`config.mk`:
```
export PLATFORM = sky130hd
export DESIGN_NAME = mcu_hub
export DESIGN_NICKNAME = d
export VERILOG_FILES = /design/src/rtl/mcu_hub.sv
export SDC_FILE = /design/constraint.sdc
export NUM_CORES = 1
export LEC_CHECK = 0
export ABC_AREA = 1
export BUFFER_PORTS_ARGS = -buffer_cell sky130_fd_sc_hd__clkbuf_2
export CAP_MARGIN = 20
export CORE_MARGIN = 10
export CORE_UTILIZATION = 30
export DETAILED_ROUTE_END_ITERATION = 16
export PLACE_DENSITY = 0.56
export SYNTH_ARGS = -nofsm -noshare
export SYNTH_HDL_FRONTEND = slang
export SYNTH_SLANG_ARGS = --single-unit
```
`constraint.sdc`:
```
create_clock -name clk -period 2.6 [get_ports clk]
set_clock_uncertainty 0.2 [all_clocks]
set_input_delay 0.13 -clock clk [delete_from_list [all_inputs] [get_ports clk]]
set_output_delay 0.13 -clock clk [all_outputs]
set_load 0.01 [all_outputs]
```
`src/rtl/mcu_hub.sv`:
```
// Byte-link hub: routes MCU frames to one of NCLIENTS byte clients by target ID,
// muxes client readback, and aggregates/acknowledges client interrupts (hub ID 0xFF).
module mcu_hub #(
    parameter int NCLIENTS = 4
) (
    input  logic                    clk,
    input  logic                    reset_n,
    input  logic                    mcu_strobe,
    input  logic                    mcu_start,
    input  logic [7:0]              mcu_din,
    output logic [7:0]              mcu_dout,
    output logic                    mcu_irq,
    output logic [NCLIENTS-1:0]     cl_strobe,
    output logic                    cl_start,
    output logic [7:0]              cl_din,
    input  logic [8*NCLIENTS-1:0]   cl_dout,
    input  logic [NCLIENTS-1:0]     cl_irq,
    output logic [NCLIENTS-1:0]     cl_iack
);

    // Link semantics: a byte transfers on every cycle mcu_strobe is high; there is no
    // back-pressure. mcu_start qualifies the strobe as byte 0 of a new frame.
    typedef enum logic [2:0] {
        ST_IDLE,
        ST_CMD,
        ST_FWD,
        ST_HUBCMD,
        ST_HUBMASK,
        ST_DROP
    } state_t;

    state_t                state;
    logic [2:0]            sel;
    logic [2:0]            rr_ptr;
    logic [7:0]            hub_dout;
    logic [NCLIENTS-1:0]   irq_mask;
    logic [NCLIENTS-1:0]   pending;
    logic [NCLIENTS-1:0]   scan_bits;
    logic [3:0]            scan;
    logic                  grant_found;
    logic [2:0]            grant_idx;
    logic [2:0]            rr_next;

    assign pending = cl_irq & irq_mask;

    // Round-robin search: first pending client at or after rr_ptr, wrapping at NCLIENTS.
    always_comb begin
        grant_found = 1'b0;
        grant_idx   = 3'd0;
        scan        = 4'd0;
        scan_bits   = '0;
        for (int k = 0; k < NCLIENTS; k++) begin
            scan = 4'(rr_ptr) + 4'(k);
            if (scan >= 4'(NCLIENTS)) begin
                scan = scan - 4'(NCLIENTS);
            end
            scan_bits = pending >> scan;
            if (!grant_found && scan_bits[0]) begin
                grant_found = 1'b1;
                grant_idx   = scan[2:0];
            end
        end
    end

    assign rr_next = (grant_idx == 3'(NCLIENTS - 1)) ? 3'd0 : grant_idx + 3'd1;

    assign mcu_dout = (state == ST_CMD || state == ST_FWD)
                      ? 8'(cl_dout >> {sel, 3'b000})
                      : hub_dout;

    always_ff @(posedge clk or negedge reset_n) begin
        if (!reset_n) begin
            state     <= ST_IDLE;
            sel       <= 3'd0;
            rr_ptr    <= 3'd0;
            hub_dout  <= 8'h00;
            irq_mask  <= '1;
            cl_strobe <= '0;
            cl_start  <= 1'b0;
            cl_din    <= 8'h00;
            cl_iack   <= '0;
            mcu_irq   <= 1'b0;
        end else begin
            cl_strobe <= '0;
            cl_iack   <= '0;
            mcu_irq   <= |pending;
            if (mcu_strobe) begin
                if (mcu_start) begin
                    // A start byte always wins, even mid-frame; the ID is never forwarded.
                    hub_dout <= 8'h00;
                    if (mcu_din < 8'(NCLIENTS)) begin
                        sel   <= mcu_din[2:0];
                        state <= ST_CMD;
                    end else if (mcu_din == 8'hFF) begin
                        state <= ST_HUBCMD;
                    end else begin
                        state <= ST_DROP;
                    end
                end else begin
                    case (state)
                        ST_CMD: begin
                            cl_strobe <= NCLIENTS'(1) << sel;
                            cl_start  <= 1'b1;
                            cl_din    <= mcu_din;
                            state     <= ST_FWD;
                        end
                        ST_FWD: begin
                            cl_strobe <= NCLIENTS'(1) << sel;
                            cl_start  <= 1'b0;
                            cl_din    <= mcu_din;
                        end
                        ST_HUBCMD: begin
                            state <= ST_DROP;
                            case (mcu_din)
                                8'h00: hub_dout <= 8'(pending);
                                8'h01: begin
                                    if (grant_found) begin
                                        hub_dout <= {1'b1, 4'b0000, grant_idx};
                                        cl_iack  <= NCLIENTS'(1) << grant_idx;
                                        rr_ptr   <= rr_next;
                                    end else begin
                                        hub_dout <= 8'h00;
                                    end
                                end
                                8'h02: begin
                                    hub_dout <= 8'(irq_mask);
                                    state    <= ST_HUBMASK;
                                end
                                default: hub_dout <= 8'h00;
                            endcase
                        end
                        ST_HUBMASK: begin
                            irq_mask <= mcu_din[NCLIENTS-1:0];
                            state    <= ST_DROP;
                        end
                        default: hub_dout <= 8'h00;
                    endcase
                end
            end
        end
    end

endmodule

```
======== After elaboration in Yosys (flattened, before gate mapping) ========
Index checks and enable logic that the tools add are counted.
cells by class
  add/sub/neg operators ................... 8
  order comparisons ....................... 5
  equality and inequality tests ........... 9
  shift-type cells ........................ 7
  mux-type cells .......................... 32
  bitwise gates (word level) .............. 2
  reduce and logical (&&, ||, !) cells .... 20
operators with widths
  kind                                                                number
  two-way mux 4 bit                                                   12
  >> shifter 32 x 6 -> 8 bit                                          1
  two-way mux 3 bit                                                   8
  two-way mux 8 bit                                                   3
  one-hot mux 8 bit (3 select lines)                                  1
  one-hot mux 8 bit (2 select lines)                                  1
  >> shifter 4 x 4 -> 1 bit                                           4
  greater-or-equal comparator 4 x 3 -> 1 bit (second input constant)  3
  AND reduction 3 bit                                                 4
  subtractor 4 x 3 -> 4 bit (second input constant)                   3
  == test 3 x 2 -> 1 bit (second input constant)                      3
  one-hot mux 3 bit (3 select lines)                                  1
  adder 3 x 2 -> 4 bit (second input constant)                        2
  == test 8 x 1 -> 1 bit (second input constant)                      1
  == test 8 x 2 -> 1 bit (second input constant)                      1
  == test 8 bit (second input constant)                               1
  logical NOT 8 bit                                                   1
  less-than comparator 8 x 3 -> 1 bit (second input constant)         1
  left shift 1 x 3 -> 4 bit (first input constant)                    2
  two-way mux 1 bit                                                   5
  AND reduction 5 bit                                                 1
  adder 3 x 1 -> 4 bit (second input constant)                        1
  AND 4 bit                                                           1
  AND reduction 2 bit                                                 2
  16 further kinds                                                    20
word-level totals
  register bits ........................... 39
  bits of input ports ..................... 48

======== Longest topological paths before layout ========
  word-level depth ........................ 19
  gate-level depth with buffers ........... 16

======== Least setup slack after synthesis ========
Ideal clock, no wire load.
  path kind ............................... register to register
  start point ............................. register rr_ptr[0]
  end point ............................... register rr_ptr[1]
  arrival ................................. 1,919 ps
  path slack .............................. 355 ps
  stages on the path, launching flop included .. 16
  clock period less this slack ............ 2,245 ps
  cells stage by stage .................... dfrtp_1 -> buf_6 -> inv_6 -> ha_1 -> inv_1 -> nor2_1 -> nand2_2 -> nand3_2 -> nand4_1 -> nand2_1 -> nand2_1 -> nand2_2 -> inv_1 -> ha_1 -> nand2_1 -> o21ai_0
between the ends
  word-level cells in the longest chain between the ends .. 15
  elaborated cells on any way between the ends .. 37
  classes of those cells .................. add/sub (8); order compare (4); eq/ne (1); shift (4); mux (13); reduce/logical (7)
RTL lines
  element                                                         RTL line  RTL
  start: declaration                                              34        logic [2:0] rr_ptr;
  start signal: assignment                                        120       rr_ptr <= rr_next;
  branches (longest 12 deep; another with adder 3 x 1 -> 4 bit)   -
  two-way mux 3 bit *                                             58        if (!grant_found && scan_bits[0]) begin
  adder 3 x 1 -> 3 bit or == test 3 x 2 -> 1 bit (tied branches)  65        assign rr_next = (grant_idx == 3'(NCLIENTS - 1)) ? 3'd0 : grant_idx + 3'd1;
  two-way mux 3 bit *                                             65
  named net rr_next[1]                                            42        logic [2:0] rr_next;
Mark *: on every way through the listed nets, which the timed path passes.
A chain may end at the register's enable or synchronous reset.

======== Final worst setup path ========
  start point ............................. register rr_ptr[0]
  end point ............................... register rr_ptr[0]
between the ends
  word-level cells in the longest chain between the ends .. 15
  elaborated cells on any way between the ends .. 37
  classes of those cells .................. add/sub (8); order compare (4); eq/ne (1); shift (4); mux (13); reduce/logical (7)
RTL lines
  element
  branches (longest 15 deep; another with adder 3 x 1 -> 4 bit)
Several ways; the timed one is not identified.

==> metrics.md <==
| Metric | Value |
|---|---|
| Vias in the first global route | 2229 |
| 1st-pass router iterations | 4 |
| Routed vias/inst | 4.51 |
| Hold Path Cell Cnt | 3 |
| Synthesized area | 2190 um2 |
| Finish-stage setup viols | 0 |
| Area grow syn2layout | 32.3% |
| Min-delay src | mcu_start |
| Final wirelength | 6.19 mm |
| Pins Over Slew Limit | 0 |
| Tot GR Track Use | 11.5% |
| Syn avg cell area | 7.57 um2 |
| CTS tree | done |
| DRT antenna net count | 0 |
| Slew margin rel. | around 40% |
| Yosys cell types | 34 |
| Final Wtd Congestion | 0.807 |
| CP top delay family | simple AND/OR/NAND/NOR gates |
| Die ar. | 11100 um2 |
| Power Total | ~1.9 mW |
| # IOs | 74 |
| Part of the cycle the worst path needs | 91.6% |
| Chip height | 105 um |
| Max Root-Sink Buffers | 2 |
| Clk sinks | 36 |
| Via count | roughly 2200 |
| CP arrival | ~2.4 ns |
| Area share of the largest cell type after synthesis | a little over a third |
| H-tree depth | 2 |
| Nets | 435 |
| Initial Utilization | 30.5% |
| Root buf cell | clkbuf_8 |
| 1st-iter DRT viols | 97 |
| Critical Path Slowest Stage Cell | dfrtp_2 |
| Sequential fraction of the synthesis area | 41.4% |
| # DRC | 0 |
| Max Freq | 0.420 GHz |
| Internal reg-to-reg setup slack | ~0.22 ns |
| Top cells by area, synth | dfrtp_1 37%, nand2_1 11%, inv_1 8.1%, o21ai_0 5.7%, nand3_1 5.0% |
| Antenna cell count | 0 |
| Max-cap viol count | 0 |
| Worst Path Required | 2.60 ns |
| Share of post-route cells with drive strength above 1 | 30.1% |
| WL/cell | 12.9 um |
| CTS Buf Count | 5 |
| Site row count | 31 |
| RSZ-0062 raised after global routing | no |
| Setup Crit Path Kind | register to register |
| Net Count, Synth | 343 |
| Die Wd | 105 um |
| Slowest stage delay, CP | 0.44 ns |
| CP cell instances | buf_4, ha_1, nor2_4, nand2_2, nand2_1, nand2_2, nand3_2, nand4_1, nand2_1, nand2_1, nand2_2, inv_1, ha_1, inv_1, nand3_1, o21ai_1 |
| Hold endpoint | state[2] |
| Final TNS setup | 0 ns |
| Final Hold Viols | 0 |
| Clock slew at reported path FFs | roughly 0.080 ns |
| Multi-input logic area | 1060 um2 |
| Worst hold path type | primary input to register |
| Peak VDD IR | 0.000305 V |
| Initial antenna violation count | 0 |
| Startpoint Class | register |
| Gr ovfl total | 0 |
| Worst Tran Pin Value | about 0.90 ns |
| Status | finished clean |
| CP Buf/Inv Count | 3 |
| FF+latch count, synth | 36 |
| Leak | approximately 1.5 nW |
| Mapped Cells | a little under 300 |
| CP max FO | 7 |
| Crit end category | register |
| Reg-to-Reg Start | rr_ptr[0] |
| Core area | 7180 um2 |
| Reg area | between 900 and 1000 um2 |
| Filler cells | 771 |
| Dpl hpwl | about 5 mm |
| Clock period minus final worst setup slack | 2.38 ns |
| Port Buffers | 73 |
| PwrDens | 645 nW/um2 |
| Largest net degree at the start of global routing | 37 |
| Latest clock arrival within the worst-skew pair | a little under 0.3 ns |
| R2R depth | 16 |
| First-pass GRT wire length | 10.7 mm |
| FF-to-FF End | rr_ptr[0] |
| Area leader, netlist | dfrtp_1 |
| Yosys synthesis warning count | 0 |
[metal layers]
metal | wire length [um] | GRT usage [%] | vias to the layer above
met5 | 0 | 0 | -
met4 | 63 | 2.94 | 0
met3 | 612 | 5.24 | 6
met2 | 2490 | 16.6 | 74
met1 | 3030 | 15.1 | 961
li1 | - | - | 1126
[registers in the layout, indices dropped and copies added (netlist names)]
register   count
sel            3
cl_iack        4
hub_dout       5
mcu_irq        1
cl_strobe      4
cl_din         8
state          3
irq_mask       4
cl_start       1
rr_ptr         3
[worst max path at each step]
stage / start / endpoint / slack [ns] / depth (start not counted)
finish: rr_ptr[0] / rr_ptr[0] / 0.22 / 16
global route: rr_ptr[0] / rr_ptr[0] / 0.02 / 16
CTS: rr_ptr[0] / rr_ptr[1] / 0.05 / 14
detailed placement: rr_ptr[0] / rr_ptr[1] / 0.05 / 14
global placement: rr_ptr[0] / rr_ptr[1] / 0.17 / 14
floorplan: rr_ptr[0] / rr_ptr[1] / 0.35 / 15
[cell families after synthesis]
kind of cell / Yosys count / synth area share [%]
simple gates: 138 / 29.8
buf+inv: 56 / 10.3
compound gates: 52 / 14.5
flops: 36 / 41.4
fa+ha+maj: 6 / 3.43
mux: 1 / 0.515
[synth_stat cells, drive strengths merged]
master,count
o21ai,26
nor2,31
clkbuf,1
o2111ai,3
a221oi,5
o22ai,7
o31ai,1
nor3,6
nor4,1
a22oi,3
nand3,24
dfstp,4
a21oi,2
a21boi,1
ha,6
nand2,70
buf,2
and2,1
nand4,5
a31oi,3
o21a,1
dfrtp,32
mux2,1
inv,53
[report_power, final]
part	leakage [nW]	switching, mW	internal [mW]
sequential	0.446	0.0804	0.704
combinational	1.02	0.388	0.270
clock	0.0445	0.208	0.215
[through the flow]
stage                     utilization, %  setup slack [ns]  cell area, um2  hold WS, ns  instances
after floorplan                        -             0.355            2190       -0.366        289
after global placement              37.1             0.173            2670        0.117        459
after detailed placement            37.1            0.0521            2670        0.126        459
after CTS                           40.1            0.0533            2880       0.0108        479
after global routing                40.3            0.0220            2900       0.0466        481
final                               40.3             0.219            2900      0.00873        481
[final cells by class]
| cell class | instances | share of cell area (%) |
|---|---|---|
| timing repair buffer | 88 | 17.5 |
| inverter | 53 | 7.13 |
| clock inverter | 1 | 0.259 |
| tap | 99 | 4.28 |
| sequential | 36 | 31.3 |
| clock buffer | 7 | 2.98 |
| multi-input combinational | 197 | 36.5 |
[layout by cell type (no fill, tap or decap), drive strengths merged]
cell         netlist  routed
a21boi             1       1
a21oi              2       2
a221oi             5       5
a22oi              3       3
a31oi              3       3
and2               1       1
buf                2       3
clkbuf             1      80
clkinvlp           0       1
dfrtp             32      32
dfstp              4       4
dlygate4sd3        0      12
ha                 6       6
inv               53      53
mux2               1       1
nand2             70      70
nand3             24      24
nand4              5       5
nor2              31      31
nor3               6       6
nor4               1       1
o2111ai            3       3
o21a               1       1
o21ai             26      26
o22ai              7       7
o31ai              1       1
[timing repair]
item,in CTS,in global routing
endpoints found under the hold margin,43,0
gates resized for setup,0,1
setup buffers,0,2
setup endpoints to repair,0,5
hold buffers,12,0
[worst register-to-register path: stages (launching register included)]
cell and delay (ns):
dfrtp_2 0.44, buf_4 0.17, ha_1 0.24, nor2_4 0.11, nand2_2 0.06, nand2_1 0.08, nand2_2 0.07, nand3_2 0.09
nand4_1 0.11, nand2_1 0.08, nand2_1 0.07, nand2_2 0.09, inv_1 0.07, ha_1 0.17, inv_1 0.07, nand3_1 0.08
o21ai_1 0.10
(Power assumes the default switching activity.)
